`src/rtl/serial_dshot_mux_ctrl.sv`:
```
// rtl/serial_dshot_mux_ctrl.sv - Wishbone-controlled glitch-safe Serial/DSHOT motor pin mux sequencer
module serial_dshot_mux_ctrl #(
    parameter int CLK_FREQ_HZ     = 72_000_000,
    parameter int BAUD            = 115200,
    parameter int GUARD_US        = 100,
    parameter int IDLE_BITS       = 20,
    parameter int IDLE_TIMEOUT_MS = 1000
) (
    input  logic        i_sys_clk,
    input  logic        i_rst,
    input  logic        i_wb_cyc,
    input  logic        i_wb_stb,
    input  logic        i_wb_we,
    input  logic [7:0]  i_wb_adr,
    input  logic [31:0] i_wb_dat,
    input  logic [3:0]  i_wb_sel,
    output logic [31:0] o_wb_dat,
    output logic        o_wb_ack,
    input  logic        i_usb_uart_rx,
    input  logic        i_esc_rx,
    output logic        o_mux_sel,
    output logic        o_dshot_en,
    output logic        o_pt_en,
    output logic        o_motor_hold,
    output logic        o_hold_level
);
    localparam longint GUARD_CYCLES   = longint'(CLK_FREQ_HZ) / 1_000_000 * GUARD_US;
    localparam longint IDLE_CYCLES    = longint'(IDLE_BITS) * CLK_FREQ_HZ / BAUD;
    localparam longint TIMEOUT_CYCLES = longint'(CLK_FREQ_HZ) / 1000 * IDLE_TIMEOUT_MS;
    localparam longint MAX_GI         = (GUARD_CYCLES > IDLE_CYCLES) ? GUARD_CYCLES : IDLE_CYCLES;
    localparam longint MAX_CYCLES     = (MAX_GI > TIMEOUT_CYCLES) ? MAX_GI : TIMEOUT_CYCLES;
    localparam int     CNT_W          = $clog2(MAX_CYCLES + 1);

    localparam logic [CNT_W-1:0] GUARD_LAST = CNT_W'(GUARD_CYCLES - 1);
    localparam logic [CNT_W-1:0] IDLE_MAX   = CNT_W'(IDLE_CYCLES);
    localparam logic [CNT_W-1:0] TO_MAX     = CNT_W'(TIMEOUT_CYCLES);
    localparam logic [CNT_W-1:0] CNT_SAT    = '1;

    localparam logic [7:0] ADR_CTRL   = 8'h00;
    localparam logic [7:0] ADR_STATUS = 8'h04;

    typedef enum logic [2:0] {
        ST_DSHOT,
        ST_TO_PT_GUARD,
        ST_PASSTHROUGH,
        ST_WAIT_IDLE,
        ST_TO_DS_GUARD
    } state_t;

    state_t           state;
    state_t           state_nxt;
    logic [CNT_W-1:0] cnt;
    logic [CNT_W-1:0] cnt_nxt;
    logic [CNT_W-1:0] idle_cnt;
    logic [CNT_W-1:0] idle_nxt;
    logic [CNT_W-1:0] idle_inc;
    logic [CNT_W-1:0] cnt_inc;
    logic             forced;
    logic             forced_nxt;
    logic             switch_done;
    logic [7:0]       sw_count;
    logic             req_mode;
    logic [1:0]       usb_sync;
    logic [1:0]       esc_sync;
    logic             line_idle;
    logic             busy;
    logic             wb_hit;
    logic [31:0]      rd_data;
    logic             unused_wb_bits;

    assign unused_wb_bits = ^{i_wb_sel[3:1], i_wb_dat[31:1]};

    function automatic logic [CNT_W-1:0] sat_inc(input logic [CNT_W-1:0] v);
        return (v == CNT_SAT) ? v : v + 1'b1;
    endfunction

    assign line_idle = usb_sync[1] & esc_sync[1];
    assign busy      = (state != ST_DSHOT) && (state != ST_PASSTHROUGH);
    assign cnt_inc   = sat_inc(cnt);
    assign idle_inc  = line_idle ? sat_inc(idle_cnt) : '0;

    // In WAIT_IDLE, cnt is the timeout counter; in the guard states it times the hold.
    always_comb begin
        state_nxt   = state;
        cnt_nxt     = cnt;
        idle_nxt    = idle_cnt;
        forced_nxt  = forced;
        switch_done = 1'b0;
        case (state)
            ST_DSHOT: begin
                if (!req_mode) begin
                    state_nxt = ST_TO_PT_GUARD;
                    cnt_nxt   = '0;
                end
            end
            ST_TO_PT_GUARD: begin
                if (cnt == GUARD_LAST) begin
                    state_nxt   = ST_PASSTHROUGH;
                    switch_done = 1'b1;
                end else begin
                    cnt_nxt = cnt_inc;
                end
            end
            ST_PASSTHROUGH: begin
                if (req_mode) begin
                    state_nxt = ST_WAIT_IDLE;
                    cnt_nxt   = '0;
                    idle_nxt  = '0;
                end
            end
            ST_WAIT_IDLE: begin
                cnt_nxt  = cnt_inc;
                idle_nxt = idle_inc;
                if (!req_mode) begin
                    state_nxt = ST_PASSTHROUGH;
                end else if (idle_inc == IDLE_MAX) begin
                    state_nxt  = ST_TO_DS_GUARD;
                    cnt_nxt    = '0;
                    forced_nxt = 1'b0;
                end else if (cnt_inc == TO_MAX) begin
                    state_nxt  = ST_TO_DS_GUARD;
                    cnt_nxt    = '0;
                    forced_nxt = 1'b1;
                end
            end
            ST_TO_DS_GUARD: begin
                if (cnt == GUARD_LAST) begin
                    state_nxt   = ST_DSHOT;
                    switch_done = 1'b1;
                end else begin
                    cnt_nxt = cnt_inc;
                end
            end
            default: begin
                state_nxt = ST_DSHOT;
                cnt_nxt   = '0;
            end
        endcase
    end

    // Outputs decode state_nxt so they move on the same edge as the state register.
    always_ff @(posedge i_sys_clk) begin
        if (i_rst) begin
            state        <= ST_DSHOT;
            cnt          <= '0;
            idle_cnt     <= '0;
            forced       <= 1'b0;
            sw_count     <= 8'd0;
            usb_sync     <= 2'b11;
            esc_sync     <= 2'b11;
            o_mux_sel    <= 1'b1;
            o_dshot_en   <= 1'b1;
            o_pt_en      <= 1'b0;
            o_motor_hold <= 1'b0;
            o_hold_level <= 1'b0;
        end else begin
            usb_sync <= {usb_sync[0], i_usb_uart_rx};
            esc_sync <= {esc_sync[0], i_esc_rx};
            state    <= state_nxt;
            cnt      <= cnt_nxt;
            idle_cnt <= idle_nxt;
            forced   <= forced_nxt;
            if (switch_done) begin
                sw_count <= sw_count + 8'd1;
            end
            case (state_nxt)
                ST_TO_PT_GUARD: begin
                    o_mux_sel    <= 1'b0;
                    o_dshot_en   <= 1'b0;
                    o_pt_en      <= 1'b0;
                    o_motor_hold <= 1'b1;
                    o_hold_level <= 1'b1;
                end
                ST_PASSTHROUGH, ST_WAIT_IDLE: begin
                    o_mux_sel    <= 1'b0;
                    o_dshot_en   <= 1'b0;
                    o_pt_en      <= 1'b1;
                    o_motor_hold <= 1'b0;
                    o_hold_level <= 1'b0;
                end
                ST_TO_DS_GUARD: begin
                    o_mux_sel    <= 1'b1;
                    o_dshot_en   <= 1'b0;
                    o_pt_en      <= 1'b0;
                    o_motor_hold <= 1'b1;
                    o_hold_level <= 1'b0;
                end
                default: begin
                    o_mux_sel    <= 1'b1;
                    o_dshot_en   <= 1'b1;
                    o_pt_en      <= 1'b0;
                    o_motor_hold <= 1'b0;
                    o_hold_level <= 1'b0;
                end
            endcase
        end
    end

    assign wb_hit = i_wb_cyc & i_wb_stb & ~o_wb_ack;

    always_comb begin
        rd_data = '0;
        case (i_wb_adr)
            ADR_CTRL:   rd_data = {31'd0, req_mode};
            ADR_STATUS: rd_data = {16'd0, sw_count, 5'd0, forced, busy, o_mux_sel};
            default:    rd_data = '0;
        endcase
    end

    always_ff @(posedge i_sys_clk) begin
        if (i_rst) begin
            req_mode <= 1'b1;
            o_wb_ack <= 1'b0;
            o_wb_dat <= '0;
        end else begin
            o_wb_ack <= wb_hit;
            o_wb_dat <= '0;
            if (wb_hit) begin
                if (i_wb_we) begin
                    if ((i_wb_adr == ADR_CTRL) && i_wb_sel[0]) begin
                        req_mode <= i_wb_dat[0];
                    end
                end else begin
                    o_wb_dat <= rd_data;
                end
            end
        end
    end
endmodule
```
`config.mk`:
```
export PLATFORM = sky130hd
export DESIGN_NAME = serial_dshot_mux_ctrl
export DESIGN_NICKNAME = d
export VERILOG_FILES = /design/src/rtl/serial_dshot_mux_ctrl.sv
export SDC_FILE = /design/constraint.sdc
export NUM_CORES = 1
export LEC_CHECK = 0
export CAP_MARGIN = 10
export CORE_ASPECT_RATIO = 1.5
export CORE_MARGIN = 2
export CORE_UTILIZATION = 55
export DETAILED_ROUTE_END_ITERATION = 16
export PLACE_DENSITY_LB_ADDON = 0.2
export SETUP_SLACK_MARGIN = 0.05
export SLEW_MARGIN = 20
export SYNTH_ARGS = -nofsm -noshare
export SYNTH_HDL_FRONTEND = slang
export SYNTH_SLANG_ARGS = --single-unit
```
`constraint.sdc`:
```
create_clock -name i_sys_clk -period 4.8 [get_ports i_sys_clk]
set_clock_uncertainty 0.05 [all_clocks]
set_input_delay 1.44 -clock i_sys_clk [delete_from_list [all_inputs] [get_ports i_sys_clk]]
set_output_delay 1.44 -clock i_sys_clk [all_outputs]
set_load 0.01 [all_outputs]
```
## Word-level counts from Yosys, hierarchy flattened

Cells that the tools add are included.

| cells by class | value |
|---|---|
| equal/unequal tests | 18 |
| reductions and logical operators | 17 |
| bitwise logic cells | 5 |
| add/subtract/negate cells | 3 |
| muxes and demuxes | 29 |

Operators by type and width:

| cell | count |
|---|---|
| 27-bit 2-to-1 mux | 9 |
| 27-bit case mux with 4 select lines | 1 |
| 27-bit equality test (second input constant) | 3 |
| 27-bit by 1-bit adder with 27-bit output (second input constant) | 2 |
| 27-bit case mux with 2 select lines | 1 |
| 16-bit case mux with 2 select lines | 1 |
| 27-bit by 13-bit equality test with 1-bit output (second input constant) | 1 |
| 27-bit by 14-bit equality test with 1-bit output (second input constant) | 1 |
| 3-bit 2-to-1 mux | 7 |
| 3-bit case mux with 5 select lines | 1 |
| 3-bit by 2-bit equality test with 1-bit output (second input constant) | 4 |
| 1-bit 2-to-1 mux | 9 |
| 3-bit AND reduction | 3 |
| 8-bit by 1-bit adder with 8-bit output (second input constant) | 1 |
| 8-bit by 3-bit equality test with 1-bit output (second input constant) | 1 |
| 8-bit zero test | 1 |
| 3-bit by 1-bit equality test with 1-bit output (second input constant) | 2 |
| 3-bit equality test (second input constant) | 2 |
| 2-bit != test (second input constant) | 3 |
| 2-bit OR reduction | 3 |
| 3-bit OR reduction | 2 |
| 2-bit nonzero test | 2 |
| 4-bit OR reduction | 1 |
| 1-bit AND | 3 |
| 6 further kinds | 8 |

| storage, ports and cells | value |
|---|---|
| bits in registers | 109 |
| logic and storage cells | 87 |
| bits of input ports | 51 |

## Longest topological paths before layout

| depth | value |
|---|---|
| depth in word-level cells | 10 |
| gate-level depth with buffers | 14 |
| depth with buffers taken out | 11 |

## Worst setup path before layout

No wires, ideal clock.

| timing path | value |
|---|---|
| kind | reg-to-reg |
| start | reg cnt[0] |
| end | reg cnt[3] |
| path buffers | 3 |
| arrival | 3.406 ns |
| clock period less this slack | 3.583 ns |
| setup slack | 1.217 ns |
| required time | 4.622 ns |
| stages on the path, launching flop included | 15 |
| path through | dfxtp_1 -> ha_1 -> nand4_4 -> or4_1 -> clkbuf_2 -> or4_1 -> buf_2 -> a41oi_2 -> o2111ai_1 -> or4_4 -> nand2b_4 -> o211ai_4 -> nand2_4 -> buf_6 -> o32ai_1 |

| between the ends | value |
|---|---|
| word-level cells in the longest chain between the ends | 7 |
| elaborated cells between the ends (all ways) | 12 |

RTL lines:

| element | line | text |
|---|---|---|
| from (decl) | 52 | `logic [CNT_W-1:0] cnt;` |
| from (signal assigned) | 160 | `cnt <= cnt_nxt;` |
| 27-bit by 1-bit adder with 27-bit output / 27-bit equality test (equally long branches) | 74 | `return (v == CNT_SAT) ? v : v + 1'b1;` |
| 27-bit 2-to-1 mux | 74 |  |
| 27-bit equality test | 120 | `end else if (cnt_inc == TO_MAX) begin` |
| 27-bit 2-to-1 mux | 120 |  |
| 27-bit 2-to-1 mux | 116 | `end else if (idle_inc == IDLE_MAX) begin` |
| 27-bit 2-to-1 mux | 114 | `if (!req_mode) begin` |
| 27-bit case mux with 4 select lines | 89 | `case (state)` |

Parallel ways exist; a longest one is shown, timed or not. The select of a mux whose other input is x is not followed.
A chain may end at the register's enable or synchronous reset.

## Worst setup path in the final report

| timing path | value |
|---|---|
| start | reg cnt[0] |
| end | reg cnt[23] |

Same word-level chain as after synthesis.

==> impl_metrics.toml <==
[clock_network]
cts_hold_buf = 0
clock-sinks = 88
cts_made_buffers = 9
cts_root_buf = "clkbuf_16"
post_cts_buffers = 0
cts_resized = 0
clk_pin_slew_ns = 0.07
cts_tree = "yes"
cts_buffer_depth = 2
insertion_delay_ns = 0.35
cts_htree_levels = 3

[worst_hold_path]
holdPathStages = 1
hold_end = "esc_sync[1]"
min-delay-start = "esc_sync[0]"
hold_path.class = "flop to flop"

[logic_synthesis]
yosys_warnings = 0
synth_area_sq_mm = 0.00557
synthMostInstantiatedCell = "dfxtp_1"
synth.top_cells.by_count = "dfxtp_1 (88), nand2_1 (76), nor2_1 (57)"
synth.area.top_cells = "dfxtp_1 (32%), nand2_1 (5.1%), o21ai_0 (3.9%)"
ys.flop_type = "dfxtp_1"
yosysSeqAreaShare_pct = 31.6
synth_area_leader_cell = "dfxtp_1"
syn_avg_cell_area_sq_um = 7.76
synth_edf_count = 0
yosys.area.top_type_share_pct = 31.6
async_flop_share_pct = 0
ys_types = 76
syn-instance-count = 718
synth_seq_cells = 88

[setup_path]
cp_common_cell = "or4_1"
worst_path_dominant_cell_family = "simple AND/OR/NAND/NOR gates"
cp-start-kind = "flop"
path_class = "flop to flop"
r2r_cells = 12
worstPathArrival_ns = 4.46
path_cells = "ha_1 -> nand4_4 -> or4_1 -> or4_1 -> a41oi_2 -> o2111ai_1 -> or4_4 -> nand3_1 -> o21ba_1 -> buf_4 -> or4_1 -> o21ai_0"
r2r_end = "cnt[23]"
path_max_fanout = 12
required_ns = 4.98
critPathSlowestCell = "or4_1"
end_kind = "flop"
max_stage_delay_ns = 0.67
crit_buf_inv = 1
reg2reg_slack_ns = 0.52
rr_startpoint = "cnt[0]"

[power_and_ir_drop]
p_leak_nw = 2.08
power.density_mw_per_mm2 = 256
total_power_mw = 1.57
ir_drop_uv = 158

[drt]
vias = 5459
wl_microns = 15300
met2_length_microns = 8190
dr.pass1.iters = 5
drc = 0
viasPerCell = 6.49
wl_met3_microns = 566
wl_met1_microns = 5780
ant_nets = 0
wl_per_cell_microns = 18.2
first_iter_violations = 329
dr.max_layer_used = "met4"

[sta]
setup-violations-final = 0
fin_crit_sh_pct = 89.2
worstMarginPinSlew_ns = 1.00
rsz0062_at_grt = "no"
fin_tns_setup_ns = 0
maxSlewViolCount = 0
whs_ns = 0.365
hold_viol = 0
layout_min_cycle_time_ns = 4.28
maxSlewHeadroom_pct = 33.1
max_clock_freq_mhz = 234
fin_ws_ns = 0.518

[die]
core.rowCount = 45
core-area_sq_mm = 0.00997
initial_core_util_pct = 55.9
die_h_microns = 127
dieArea_sq_mm = 0.0110
die_x_microns = 86.2
ios = 89

[global_route]
antenna_found_initial = 0
grt_max_degree = 34
grtUsageTotal_pct = 28.1
grt_pass1_wl_microns = 24600
grt_pass1_vias = 5081
grt_overflow_total = 0

[finish]
antenna_cells = 0
final_area_sq_mm = 0.00612
syn2layout_area_growth_pct = 9.86
final_nets = 773
nFillCells = 916
layout-drive-gt1-share_pct = 8.56

[placed_design]
hpwl_microns = 11300
pre_cts_ws_ns = 0.584
globalplace.congestion = 1.03
port_buffers = 33
place_area_sq_mm = 0.00579

[flow_run]
drv_cap = 0

[outcome]
status = "finished clean"
## kinds of logic (layout without fill, tap and decap cells)
logic type	after synthesis	in the layout	synth area share, %
simple gates	332	332	32.5
compound gates	172	172	20.9
flops	88	88	31.6
buf+inv	84	70	8.00
xor+xnor	26	26	4.09
mux	12	12	2.18
fa+ha+maj	3	3	0.674
other cells	1	21	0.0673
## worst max path at each step
stage / startpoint / to / depth (start not counted)
after floorplan: cnt[0] / cnt[3] / 14
after global placement: cnt[0] / cnt[23] / 12
after detailed placement: cnt[0] / cnt[23] / 12
after CTS: cnt[0] / cnt[23] / 12
after global routing: cnt[0] / cnt[23] / 12
final: cnt[0] / cnt[23] / 12
## metal layers
| layer | global-route usage (%) | vias to the layer above |
|---|---|---|
| met3 | 4.07 | 52 |
| met1 | 29.4 | 2604 |
| met4 | 16.2 | 0 |
| met2 | 52.3 | 170 |
| met5 | 0 | - |
| li1 | - | 2633 |
## state kept, by name, indices dropped and copies added, names as in the netlist
register,flops
state,3
usb_sync,2
o_mux_sel,1
o_motor_hold,1
o_pt_en,1
esc_sync,2
cnt,27
o_wb_ack,1
o_dshot_en,1
o_hold_level,1
o_wb_dat,11
req_mode,1
idle_cnt,27
sw_count,8
forced,1
## stage by stage
step | cells | util, %
after floorplan | 738 | -
after global placement | 825 | 58.1
after detailed placement | 825 | 58.1
after CTS | 841 | 61.4
after global routing | 841 | 61.4
final | 841 | 61.4
## area by class of cell
| type | count | area (sq um) | share of cell area (%) |
|---|---|---|---|
| clock buffers | 9 | 225 | 3.68 |
| inverters | 11 | 41.3 | 0.675 |
| clock inverters | 7 | 106 | 1.74 |
| repair buffers | 43 | 400 | 6.54 |
| flip-flops and latches | 88 | 1760 | 28.8 |
| multi-input cells | 566 | 3440 | 56.2 |
| well taps | 117 | 146 | 2.39 |
## placed cells by master, fill, tap and decap left out, types with 6 or more instances in the layout
cell / Yosys / routed
or2_2: 8 / 8
clkbuf_16: 0 / 9
and4_1: 7 / 7
inv_1: 11 / 11
nand4_1: 21 / 21
nand2_1: 76 / 76
and3_1: 19 / 19
o21ai_0: 43 / 43
nand3_1: 37 / 37
nor2b_1: 6 / 6
conb_1: 1 / 21
mux2i_1: 11 / 11
nor4_1: 20 / 20
a311oi_1: 7 / 7
a211oi_1: 14 / 14
dfxtp_1: 88 / 88
or4_1: 7 / 7
a21oi_1: 41 / 41
xor2_1: 17 / 17
a31oi_1: 13 / 13
clkdlybuf4s50_1: 0 / 32
buf_4: 23 / 10
nor2_1: 57 / 57
nor3_1: 25 / 25
xnor2_1: 9 / 9
or3_1: 12 / 12
and2_1: 7 / 7
## where the power goes
group / switching, mW / internal [mW]
sequential: 0.000713 / 0.732
combinational: 0.0269 / 0.0157
clock: 0.325 / 0.467
total: 0.353 / 1.21
Note: power is estimated with default switching activity, not from simulation.
